File: src/rtl/mem_port_arbiter_if.sv
// Bundle of fetch, data and shared-memory signals around the port arbiter.
// No storage; pure wiring.
// Handshakes: req/gnt on both clients, req/ready on the memory side.
interface mem_port_arbiter_if #(
  parameter int ADDR_W = 32,
  parameter int DATA_W = 32
);
  logic              i_req;
  logic [ADDR_W-1:0] i_addr;
  logic              i_flush;
  logic              i_gnt;
  logic              i_rvalid;
  logic [DATA_W-1:0] i_rdata;

  logic                i_unused_pad;
  logic                d_req;
  logic                d_we;
  logic [ADDR_W-1:0]   d_addr;
  logic [DATA_W-1:0]   d_wdata;
  logic [DATA_W/8-1:0] d_be;
  logic                d_gnt;
  logic                d_rvalid;
  logic [DATA_W-1:0]   d_rdata;

  logic                mem_req;
  logic                mem_we;
  logic [ADDR_W-1:0]   mem_addr;
  logic [DATA_W-1:0]   mem_wdata;
  logic [DATA_W/8-1:0] mem_be;
  logic                mem_ready;
  logic                mem_rvalid;
  logic [DATA_W-1:0]   mem_rdata;

  logic                busy;

  // arbiter side
  modport slave (
    input  i_req, i_addr, i_flush,
    output i_gnt, i_rvalid, i_rdata,
    input  d_req, d_we, d_addr, d_wdata, d_be,
    output d_gnt, d_rvalid, d_rdata,
    output mem_req, mem_we, mem_addr, mem_wdata, mem_be,
    input  mem_ready, mem_rvalid, mem_rdata,
    output busy
  );

  // environment side: both clients plus the memory
  modport master (
    output i_req, i_addr, i_flush,
    input  i_gnt, i_rvalid, i_rdata,
    output d_req, d_we, d_addr, d_wdata, d_be,
    input  d_gnt, d_rvalid, d_rdata,
    input  mem_req, mem_we, mem_addr, mem_wdata, mem_be,
    output mem_ready, mem_rvalid, mem_rdata,
    input  busy
  );
endinterface

File: src/rtl/mem_port_arbiter.sv
// Shares one memory port between instruction fetch and data access, one transaction outstanding.
// Latency: mem_req 1 cycle after request; response passed through combinationally from mem_rvalid.
// Backpressure: command held in ISSUE until mem_ready; clients hold req until their gnt.
module mem_port_arbiter #(
  parameter int ADDR_W       = 32,
  parameter int DATA_W       = 32,
  parameter int STARVE_LIMIT = 4
) (
  input logic               clk,
  input logic               reset,
  mem_port_arbiter_if.slave bus
);
  localparam int BE_W  = DATA_W / 8;
  localparam int CNT_W = $clog2(STARVE_LIMIT + 1);
  localparam logic [CNT_W-1:0] LIMIT = CNT_W'(STARVE_LIMIT);

  typedef enum logic [1:0] {IDLE, ISSUE, WAIT} state_t;

  state_t            state_q, state_d;
  logic              owner_i_q;
  logic [ADDR_W-1:0] addr_q;
  logic              we_q;
  logic [DATA_W-1:0] wdata_q;
  logic [BE_W-1:0]   be_q;
  logic              kill_q;
  logic [CNT_W-1:0]  starve_q;

  logic any_req, starved, pick_i, accept, resp, flush_hit;

  assign any_req   = bus.i_req | bus.d_req;
  assign starved   = (starve_q == LIMIT);
  // data wins unless fetch has been starved for STARVE_LIMIT data grants
  assign pick_i    = bus.i_req & (~bus.d_req | starved);
  assign flush_hit = owner_i_q & bus.i_flush & (state_q != IDLE);

  // next-state and handshake strobes
  always_comb begin
    state_d = state_q;
    accept  = 1'b0;
    resp    = 1'b0;
    unique case (state_q)
      IDLE:    if (any_req) state_d = ISSUE;
      ISSUE:   if (bus.mem_ready) begin accept = 1'b1; state_d = WAIT; end
      WAIT:    if (bus.mem_rvalid) begin resp = 1'b1; state_d = IDLE; end
      default: state_d = IDLE;
    endcase
  end

  // state, starvation counter and fetch-kill flag
  always_ff @(posedge clk) begin
    if (reset) begin
      state_q  <= IDLE;
      starve_q <= '0;
      kill_q   <= 1'b0;
    end else begin
      state_q <= state_d;
      if (state_q == IDLE) begin
        if (!bus.i_req)        starve_q <= '0;
        else if (pick_i)       starve_q <= '0;
        else if (!starved)     starve_q <= starve_q + CNT_W'(1);
      end
      // a killed fetch still drains its memory response; flag drops with it
      if (resp)           kill_q <= 1'b0;
      else if (flush_hit) kill_q <= 1'b1;
    end
  end

  // command latch, captured at arbitration and held through ISSUE/WAIT
  always_ff @(posedge clk) begin
    if (reset) begin
      owner_i_q <= 1'b0;
      addr_q    <= '0;
      we_q      <= 1'b0;
      wdata_q   <= '0;
      be_q      <= '0;
    end else if (state_q == IDLE && any_req) begin
      owner_i_q <= pick_i;
      addr_q    <= pick_i ? bus.i_addr : bus.d_addr;
      we_q      <= ~pick_i & bus.d_we;
      wdata_q   <= pick_i ? '0 : bus.d_wdata;
      be_q      <= pick_i ? '1 : bus.d_be;
    end
  end

  assign bus.mem_req   = (state_q == ISSUE);
  assign bus.mem_we    = we_q;
  assign bus.mem_addr  = addr_q;
  assign bus.mem_wdata = wdata_q;
  assign bus.mem_be    = be_q;
  assign bus.busy      = (state_q != IDLE);

  // a flush landing in the accept or response cycle kills the fetch immediately
  assign bus.i_gnt    = accept & owner_i_q & ~kill_q & ~bus.i_flush;
  assign bus.d_gnt    = accept & ~owner_i_q;
  assign bus.i_rvalid = resp & owner_i_q & ~kill_q & ~bus.i_flush;
  assign bus.d_rvalid = resp & ~owner_i_q;
  assign bus.i_rdata  = bus.mem_rdata;
  assign bus.d_rdata  = bus.mem_rdata;
endmodule

File: src/flat_wrapper.sv
// flat-port wrapper written by rule: the top's interface ports become plain ports
module mem_port_arbiter_flat 
#(
  parameter int ADDR_W       = 32,
  parameter int DATA_W       = 32,
  parameter int STARVE_LIMIT = 4
)
  (clk, reset, bus_i_req, bus_i_addr, bus_i_flush, bus_i_gnt, bus_i_rvalid, bus_i_rdata, bus_d_req, bus_d_we, bus_d_addr, bus_d_wdata, bus_d_be, bus_d_gnt, bus_d_rvalid, bus_d_rdata, bus_mem_req, bus_mem_we, bus_mem_addr, bus_mem_wdata, bus_mem_be, bus_mem_ready, bus_mem_rvalid, bus_mem_rdata, bus_busy);
  mem_port_arbiter_if #(.ADDR_W(ADDR_W), .DATA_W(DATA_W)) bus_i ();
  input logic clk;
  input logic reset;
  input wire logic [$bits(bus_i.i_req)-1:0] bus_i_req;
  input wire logic [$bits(bus_i.i_addr)-1:0] bus_i_addr;
  input wire logic [$bits(bus_i.i_flush)-1:0] bus_i_flush;
  output wire logic [$bits(bus_i.i_gnt)-1:0] bus_i_gnt;
  output wire logic [$bits(bus_i.i_rvalid)-1:0] bus_i_rvalid;
  output wire logic [$bits(bus_i.i_rdata)-1:0] bus_i_rdata;
  input wire logic [$bits(bus_i.d_req)-1:0] bus_d_req;
  input wire logic [$bits(bus_i.d_we)-1:0] bus_d_we;
  input wire logic [$bits(bus_i.d_addr)-1:0] bus_d_addr;
  input wire logic [$bits(bus_i.d_wdata)-1:0] bus_d_wdata;
  input wire logic [$bits(bus_i.d_be)-1:0] bus_d_be;
  output wire logic [$bits(bus_i.d_gnt)-1:0] bus_d_gnt;
  output wire logic [$bits(bus_i.d_rvalid)-1:0] bus_d_rvalid;
  output wire logic [$bits(bus_i.d_rdata)-1:0] bus_d_rdata;
  output wire logic [$bits(bus_i.mem_req)-1:0] bus_mem_req;
  output wire logic [$bits(bus_i.mem_we)-1:0] bus_mem_we;
  output wire logic [$bits(bus_i.mem_addr)-1:0] bus_mem_addr;
  output wire logic [$bits(bus_i.mem_wdata)-1:0] bus_mem_wdata;
  output wire logic [$bits(bus_i.mem_be)-1:0] bus_mem_be;
  input wire logic [$bits(bus_i.mem_ready)-1:0] bus_mem_ready;
  input wire logic [$bits(bus_i.mem_rvalid)-1:0] bus_mem_rvalid;
  input wire logic [$bits(bus_i.mem_rdata)-1:0] bus_mem_rdata;
  output wire logic [$bits(bus_i.busy)-1:0] bus_busy;
  assign bus_i.i_req = bus_i_req;
  assign bus_i.i_addr = bus_i_addr;
  assign bus_i.i_flush = bus_i_flush;
  assign bus_i_gnt = bus_i.i_gnt;
  assign bus_i_rvalid = bus_i.i_rvalid;
  assign bus_i_rdata = bus_i.i_rdata;
  assign bus_i.d_req = bus_d_req;
  assign bus_i.d_we = bus_d_we;
  assign bus_i.d_addr = bus_d_addr;
  assign bus_i.d_wdata = bus_d_wdata;
  assign bus_i.d_be = bus_d_be;
  assign bus_d_gnt = bus_i.d_gnt;
  assign bus_d_rvalid = bus_i.d_rvalid;
  assign bus_d_rdata = bus_i.d_rdata;
  assign bus_mem_req = bus_i.mem_req;
  assign bus_mem_we = bus_i.mem_we;
  assign bus_mem_addr = bus_i.mem_addr;
  assign bus_mem_wdata = bus_i.mem_wdata;
  assign bus_mem_be = bus_i.mem_be;
  assign bus_i.mem_ready = bus_mem_ready;
  assign bus_i.mem_rvalid = bus_mem_rvalid;
  assign bus_i.mem_rdata = bus_mem_rdata;
  assign bus_busy = bus_i.busy;
  mem_port_arbiter #(.ADDR_W(ADDR_W), .DATA_W(DATA_W), .STARVE_LIMIT(STARVE_LIMIT)) u_core (.clk(clk), .reset(reset), .bus(bus_i));
endmodule
File: config.mk
export PLATFORM = sky130hd
export DESIGN_NAME = mem_port_arbiter_flat
export DESIGN_NICKNAME = d
export VERILOG_FILES = /design/src/rtl/mem_port_arbiter_if.sv /design/src/rtl/mem_port_arbiter.sv /design/src/flat_wrapper.sv
export SDC_FILE = /design/constraint.sdc
export NUM_CORES = 1
export LEC_CHECK = 0
export CORE_AREA = 2 2 108 110
export DETAILED_ROUTE_END_ITERATION = 10
export DIE_AREA = 0 0 110 112
export PLACE_DENSITY = 0.89
export REMOVE_ABC_BUFFERS = 1
export SLEW_MARGIN = 10
export SYNTH_ARGS = -nofsm -noshare
export SYNTH_HDL_FRONTEND = slang
export SYNTH_SLANG_ARGS = --single-unit
export TNS_END_PERCENT = 1
File: constraint.sdc
create_clock -name clk -period 2.8 [get_ports clk]
set_input_delay 0.56 -clock clk [delete_from_list [all_inputs] [get_ports clk]]
set_output_delay 0.56 -clock clk [all_outputs]
set_load 0.01 [all_outputs]
==> results of run 1 <==
-- sequential cells by signal, summed over array words and instances (netlist names) --
name,count
u_core.bus.mem_we,1
u_core.bus.mem_wdata,32
u_core.state_q,2
u_core.bus.mem_addr,32
u_core.starve_q,3
u_core.bus.mem_be,4
u_core.kill_q,1
u_core.owner_i_q,1
-- worst paths after layout --
| check | cells after the start | to | slack [ps] |
|---|---|---|---|
| hold / removal | 2 | u_core.bus.mem_wdata[29] | 470 |
| setup / recovery | 4 | bus_i_gnt | 90 |
| setup reg to reg | 6 | u_core.bus.mem_addr[19] | 970 |
| hold reg to reg | 2 | u_core.bus.mem_wdata[29] | 470 |
-- layout by cell type, fill, tap and decap left out, types with 3 or more instances in the layout --
master and count:
nand2_1 6, a2111oi_2 25, o2111ai_1 33, o21ai_0 25
inv_1 3, o21ai_1 9, a2111oi_0 8, dfxtp_1 76
clkdlybuf4s50_1 180, clkbuf_16 9, a211oi_1 4, buf_12 4
a21oi_1 78, buf_4 8, nor4_1 64, bufinv_16 3
nor2_1 7
-- critical path, delay by kind of cell --
| family | cells | cell delay [ps] |
|---|---|---|
| buffers and inverters | 2 | 990 |
| AND/OR/NAND/NOR | 2 | 610 |
-- cell type report --
class / count / area share
Clock buffer: 11 / 0.0409
Clock inverter: 4 / 0.0164
Inverter: 5 / 0.00337
Multi-Input combinational cell: 277 / 0.324
Sequential cell: 76 / 0.256
Tap cell: 143 / 0.0301
Timing Repair Buffer: 194 / 0.329
-- power by group through the flow --
stage | logic [mW] | registers (mW) | clock network, mW
global route | 0.884 | 1.24 | 1.41
detailed placement | 0.822 | 1.25 | 0
floorplan | 0.284 | 1.29 | 0
CTS | 0.827 | 1.23 | 1.35
finish | 0.828 | 1.23 | 1.33
global placement | 0.797 | 1.25 | 0
-- stage by stage --
step | worst slack [ps] | instance area (um2)
after floorplan | -917 | 3460
after global placement | 155 | 5600
after detailed placement | 111 | 5600
after CTS | 102 | 5940
after global routing | 46.6 | 5940
final | 88.5 | 5940
-- kinds of logic (layout without fill, tap and decap cells) --
group                    after synthesis  count (layout)  synth area share
AND/OR/NAND/NOR                       89              89             0.125
adder cells (fa/ha/maj)                2               2           0.00592
flip-flops                            76              76             0.360
buffers and inverters                131             214             0.187
AO/OA/AOI/OAI                        186             186             0.322
-- per-layer routing --
metal / vias to the layer above / share of wire / GRT usage
li1: 1969 / - / -
met4: 2 / 0.052 / 0.145
met1: 2063 / 0.37 / 0.305
met2: 261 / 0.44 / 0.405
met5: - / 0.0035 / 0.0504
met3: 46 / 0.14 / 0.172
==> results.toml, run 1 <==
[pwr]
p_leak_nw = 1.91
internal-power_mw = 2.49
worst_ir_drop_vdd_v = 0.000320
switching_share = 0.266
power_mw = 3.39
p_seq_frac = 0.364
power-per-cell-area_nw_per_um2 = 570
clkPwrFrac = 0.392
p_switching_mw = 0.901
p_comb_frac = 0.245

[clock_tree]
cts.reportedPaths.clkPinSlew_ps = 50
hold_buffers = 0
cts_root_buf = "clkbuf_16"
cts_sinks = 76
cts_resized = 0
cts_setup_buffers = 0
clk-insertion-delay-late_ps = 320
cts_tree = "yes"
cts_inserted_buffers = 9
cts_buffer_depth = 2
cts-htree-levels = 3

[sta]
timing_hold_violations_final = 0
setup_viol = 0
worst_slew_pin_slew_ps = 1190
drv_slew = 0
fin_worst_skew_ps = 10.7
holdWs_ps = 474
slew_headroom = 0.208
rsz0062_at_grt = "false"
period_needed_ps = 2710
max_freq_mhz = 369
setup-tns-final_ps = 0
fin_crit_sh = 0.968

[drt]
drcViolationCount = 0
drt.antenna.violating_nets = 0
via_count = 4341
drt_iter0_markers = 458
wl_um = 17600
wl_per_cell_um = 24.8
post_drt_via_cell_ratio = 6.11
firstDrtPassIters = 4

[grt]
grt_pass1_wl_um = 25500
antenna_found_initial = 0
grt_pass1_vias = 4273
grt_max_degree = 104
track_usage = 0.277
grt_overflow = 0

[worst_setup_path]
cp-end-kind = "output pin"
arrival_ps = 2150
crit_path_start_kind = "primary input"
cp.required_ps = 2240
timing.rr.start = "u_core.starve_q[0]"
critPathMaxStageDelay_ps = 550
crit_start = "bus_i_flush"
crit_path_top_delay_cell = "clkdlybuf4s50_1"
critPathKind = "in -> out"
crit_chain = "clkdlybuf4s50_1 > or3b_2 > nor2_1 > clkdlybuf4s50_1"
critPathMaxFanout = 2
crit_top_cell = "clkdlybuf4s50_1"

[synth]
synth_seq_cells = 76
synth_warnings = 0
synth_seq_area_share = 0.360
synth_flop_cell = "dfxtp_1"
syn-cell-area_um2 = 4230
ys_types = 32
synth_edf_count = 0
yosys-top-cells-area = "dfxtp_1 36%, buf_4 12%, nor4_1 9.5%"
yosysTopAreaCell = "dfxtp_1"
syn_avg_cell_area_um2 = 8.74
synth_commonest_cells = "78 x a21oi_1, 76 x dfxtp_1, 67 x buf_4"
synth.most_common_cell = "a21oi_1"
async_flop_share = 0
synth_top_area_share = 0.360
synthCells = 484

[floorplan]
core-area_um2 = 11200
die_x_um = 110
dieArea_um2 = 12300
start_util = 0.378
std_cell_rows = 39
dieHeight_um = 112
io_pins = 279

[cells_and_area]
multi_input_area_um2 = 1920
drive_gt1_frac = 0.106
area_growth_pct = 40.4
final_nets = 705
fill_cells = 1032
finish.utilization = 0.531
diodes = 0
fin_cells = 710
seq_area_um2 = 1520

[hold_path]
worstHoldStart = "u_core.bus.mem_wdata[29]"
holdCritPathClass = "reg -> reg"

[placed_design]
io_buffers = 182
routabilityCongestion = 0.982
place_hpwl_um = 12500
place_inst = 695

[run_status]
status = "finished, final reports clean"

[job]
cap_violations = 0
Note: power is estimated with default switching activity, not from simulation.
==> run 2: changes to the inputs <==
Settings changed: CTS_CLUSTER_SIZE from default to 12.
==> results of run 2 <==
The final DEF is identical to that of run 1; final timing and power are the same.
==> run 3: changes to the inputs <==
Settings changed: CORE_AREA 2 2 108 110 to 2 2 107 109, DIE_AREA 0 0 110 112 to 0 0 109 111, DONT_BUFFER_PORTS from default to 1, PLACE_DENSITY 0.89 to 0.58.
==> run 3 against run 2 <==
Clock power down 12%. First-iteration DRC count up 1.7%. Largest cell class is now multi-input gates. Highest routed layer unchanged. Cell count down 26%. Worst hold slack worse by 180 ps. Die area down 1.8%. Register-to-register slack worse by 250 ps. Sequential share of layout area up 12 points. Sequential power up 5%. Combinational power down 54%. Global-route usage down 3.8 points.
==> results.toml, run 3 (synthesis gave the netlist of run 1 again) <==
[grt]
grt_pass1_vias = 3394
grt_pass1_wl_um = 21800
grt_max_degree = 77
track_usage = 0.239
grt_overflow = 0
antenna_found_initial = 0

[worst_setup_path]
r2r_cells = 6
arrival_ps = 1530
cp.required_ps = 2240
critPathMaxStageDelay_ps = 550
crit_path_top_delay_cell = "buf_4"
timing.rr.start = "u_core.starve_q[0]"
cp-end-kind = "output pin"
r2r-end = "u_core.bus.mem_addr[1]"
crit_path_start_kind = "flip-flop"
critPathKind = "reg -> out"
ff2ff_setup_slack_ps = 720
crit_chain = "nor2_4 > clkinv_2 > buf_4"
critPathMaxFanout = 65

[floorplan]
dieHeight_um = 111
std_cell_rows = 39
die_x_um = 109
io_pins = 279
start_util = 0.382
core-area_um2 = 11100
dieArea_um2 = 12100

[drt]
post_drt_via_cell_ratio = 6.97
drt.antenna.violating_nets = 0
drcViolationCount = 0
via_count = 3666
drt_iter0_markers = 466
wl_um = 15000
firstDrtPassIters = 5
wl_per_cell_um = 28.4

[sta]
rsz0062_at_grt = "false"
period_needed_ps = 2090
setup_viol = 0
fin_worst_skew_ps = 7.33
slew_headroom = 0.455
max_freq_mhz = 478
drv_slew = 0
setup-tns-final_ps = 0
fin_crit_sh = 0.747
timing_hold_violations_final = 0
worst_slew_pin_slew_ps = 818

[cells_and_area]
area_growth_pct = -4.91
diodes = 0
finish.utilization = 0.363
final_nets = 521
drive_gt1_frac = 0.146
fill_cells = 1101
final_cell_mix = "78 x a21oi_1, 76 x dfxtp_1, 64 x nor4_1"
mostFrequentLayoutCell = "a21oi_1"

[hold_path]
holdPathEnd = "u_core.bus.mem_wdata[17]"
worstHoldStart = "reset"
whs_path_depth = 1
holdCritPathClass = "in -> reg"

[job]
cap_violations = 0

[clock_tree]
cts_buffer_depth = 2
cts_root_buf = "clkbuf_16"
cts_setup_buffers = 0
cts_resized = 0
cts.reportedPaths.clkPinSlew_ps = 60
hold_buffers = 0
clk-insertion-delay-late_ps = 330
cts-htree-levels = 3
cts_inserted_buffers = 9
cts_sinks = 76
cts_tree = "yes"

[pwr]
power-per-cell-area_nw_per_um2 = 707
worst_ir_drop_vdd_v = 0.000330
power_mw = 2.84
p_leak_nw = 1.18

[placed_design]
place_hpwl_um = 9950
routabilityCongestion = 0.849
io_buffers = 0

[run_status]
status = "finished, final reports clean"
run 3: layout make-up:
class,instances,area (um2),share of cell area
Multi-Input combinational cell,277,1930,0.480
Sequential cell,76,1520,0.378
Clock buffer,12,246,0.0613
Tap cell,143,179,0.0445
Timing Repair Buffer,10,75.1,0.0187
Clock inverter,3,47.5,0.0118
Inverter,5,20.0,0.00498
run 3: power by group:
| group | switching, mW | internal, mW | leakage [nW] |
|---|---|---|---|
| Clock | 0.459 | 0.714 | 0.143 |
| Sequential | 0.113 | 1.18 | 0.627 |
| Combinational | 0.249 | 0.132 | 0.411 |
| Total | 0.821 | 2.02 | 1.18 |
run 3: layer usage:
metal	vias to the layer above	wire [um]	track usage
met2	248	6590	0.332
met4	2	293	0.0829
met5	-	54	0.0580
met1	1780	5580	0.280
met3	30	2440	0.172
li1	1606	-	-
run 3: how the worst max path moves through the flow:
stage / from / to / slack, ps / cells after the start
CTS: u_core.starve_q[0] / u_core.bus.mem_addr[19] / 700 / 6
detailed placement: u_core.starve_q[0] / u_core.bus.mem_addr[19] / 700 / 6
global placement: u_core.starve_q[0] / u_core.bus.mem_addr[20] / 840 / 6
floorplan: bus_d_req / u_core.bus.mem_addr[15] / -920 / 3
global route: u_core.starve_q[0] / u_core.bus.mem_addr[20] / 550 / 6
finish: u_core.state_q[1] / bus_busy / 710 / 3
run 3: through the flow:
stage / area, um2 / hold slack, ps / worst slack, ps / std cells
after floorplan: 3460 / 443 / -917 / 358
after global placement: 3730 / 453 / 845 / 511
after detailed placement: 3730 / 472 / 698 / 511
after CTS: 4020 / 274 / 697 / 526
after global routing: 4020 / 269 / 546 / 526
final: 4020 / 294 / 710 / 526
run 3: critical path, delay by kind of cell (launching register included):
family | cells | cell delay [ps]
and+or+nand+nor | 1 | 70
DFF | 1 | 470
buffers and inverters | 2 | 600
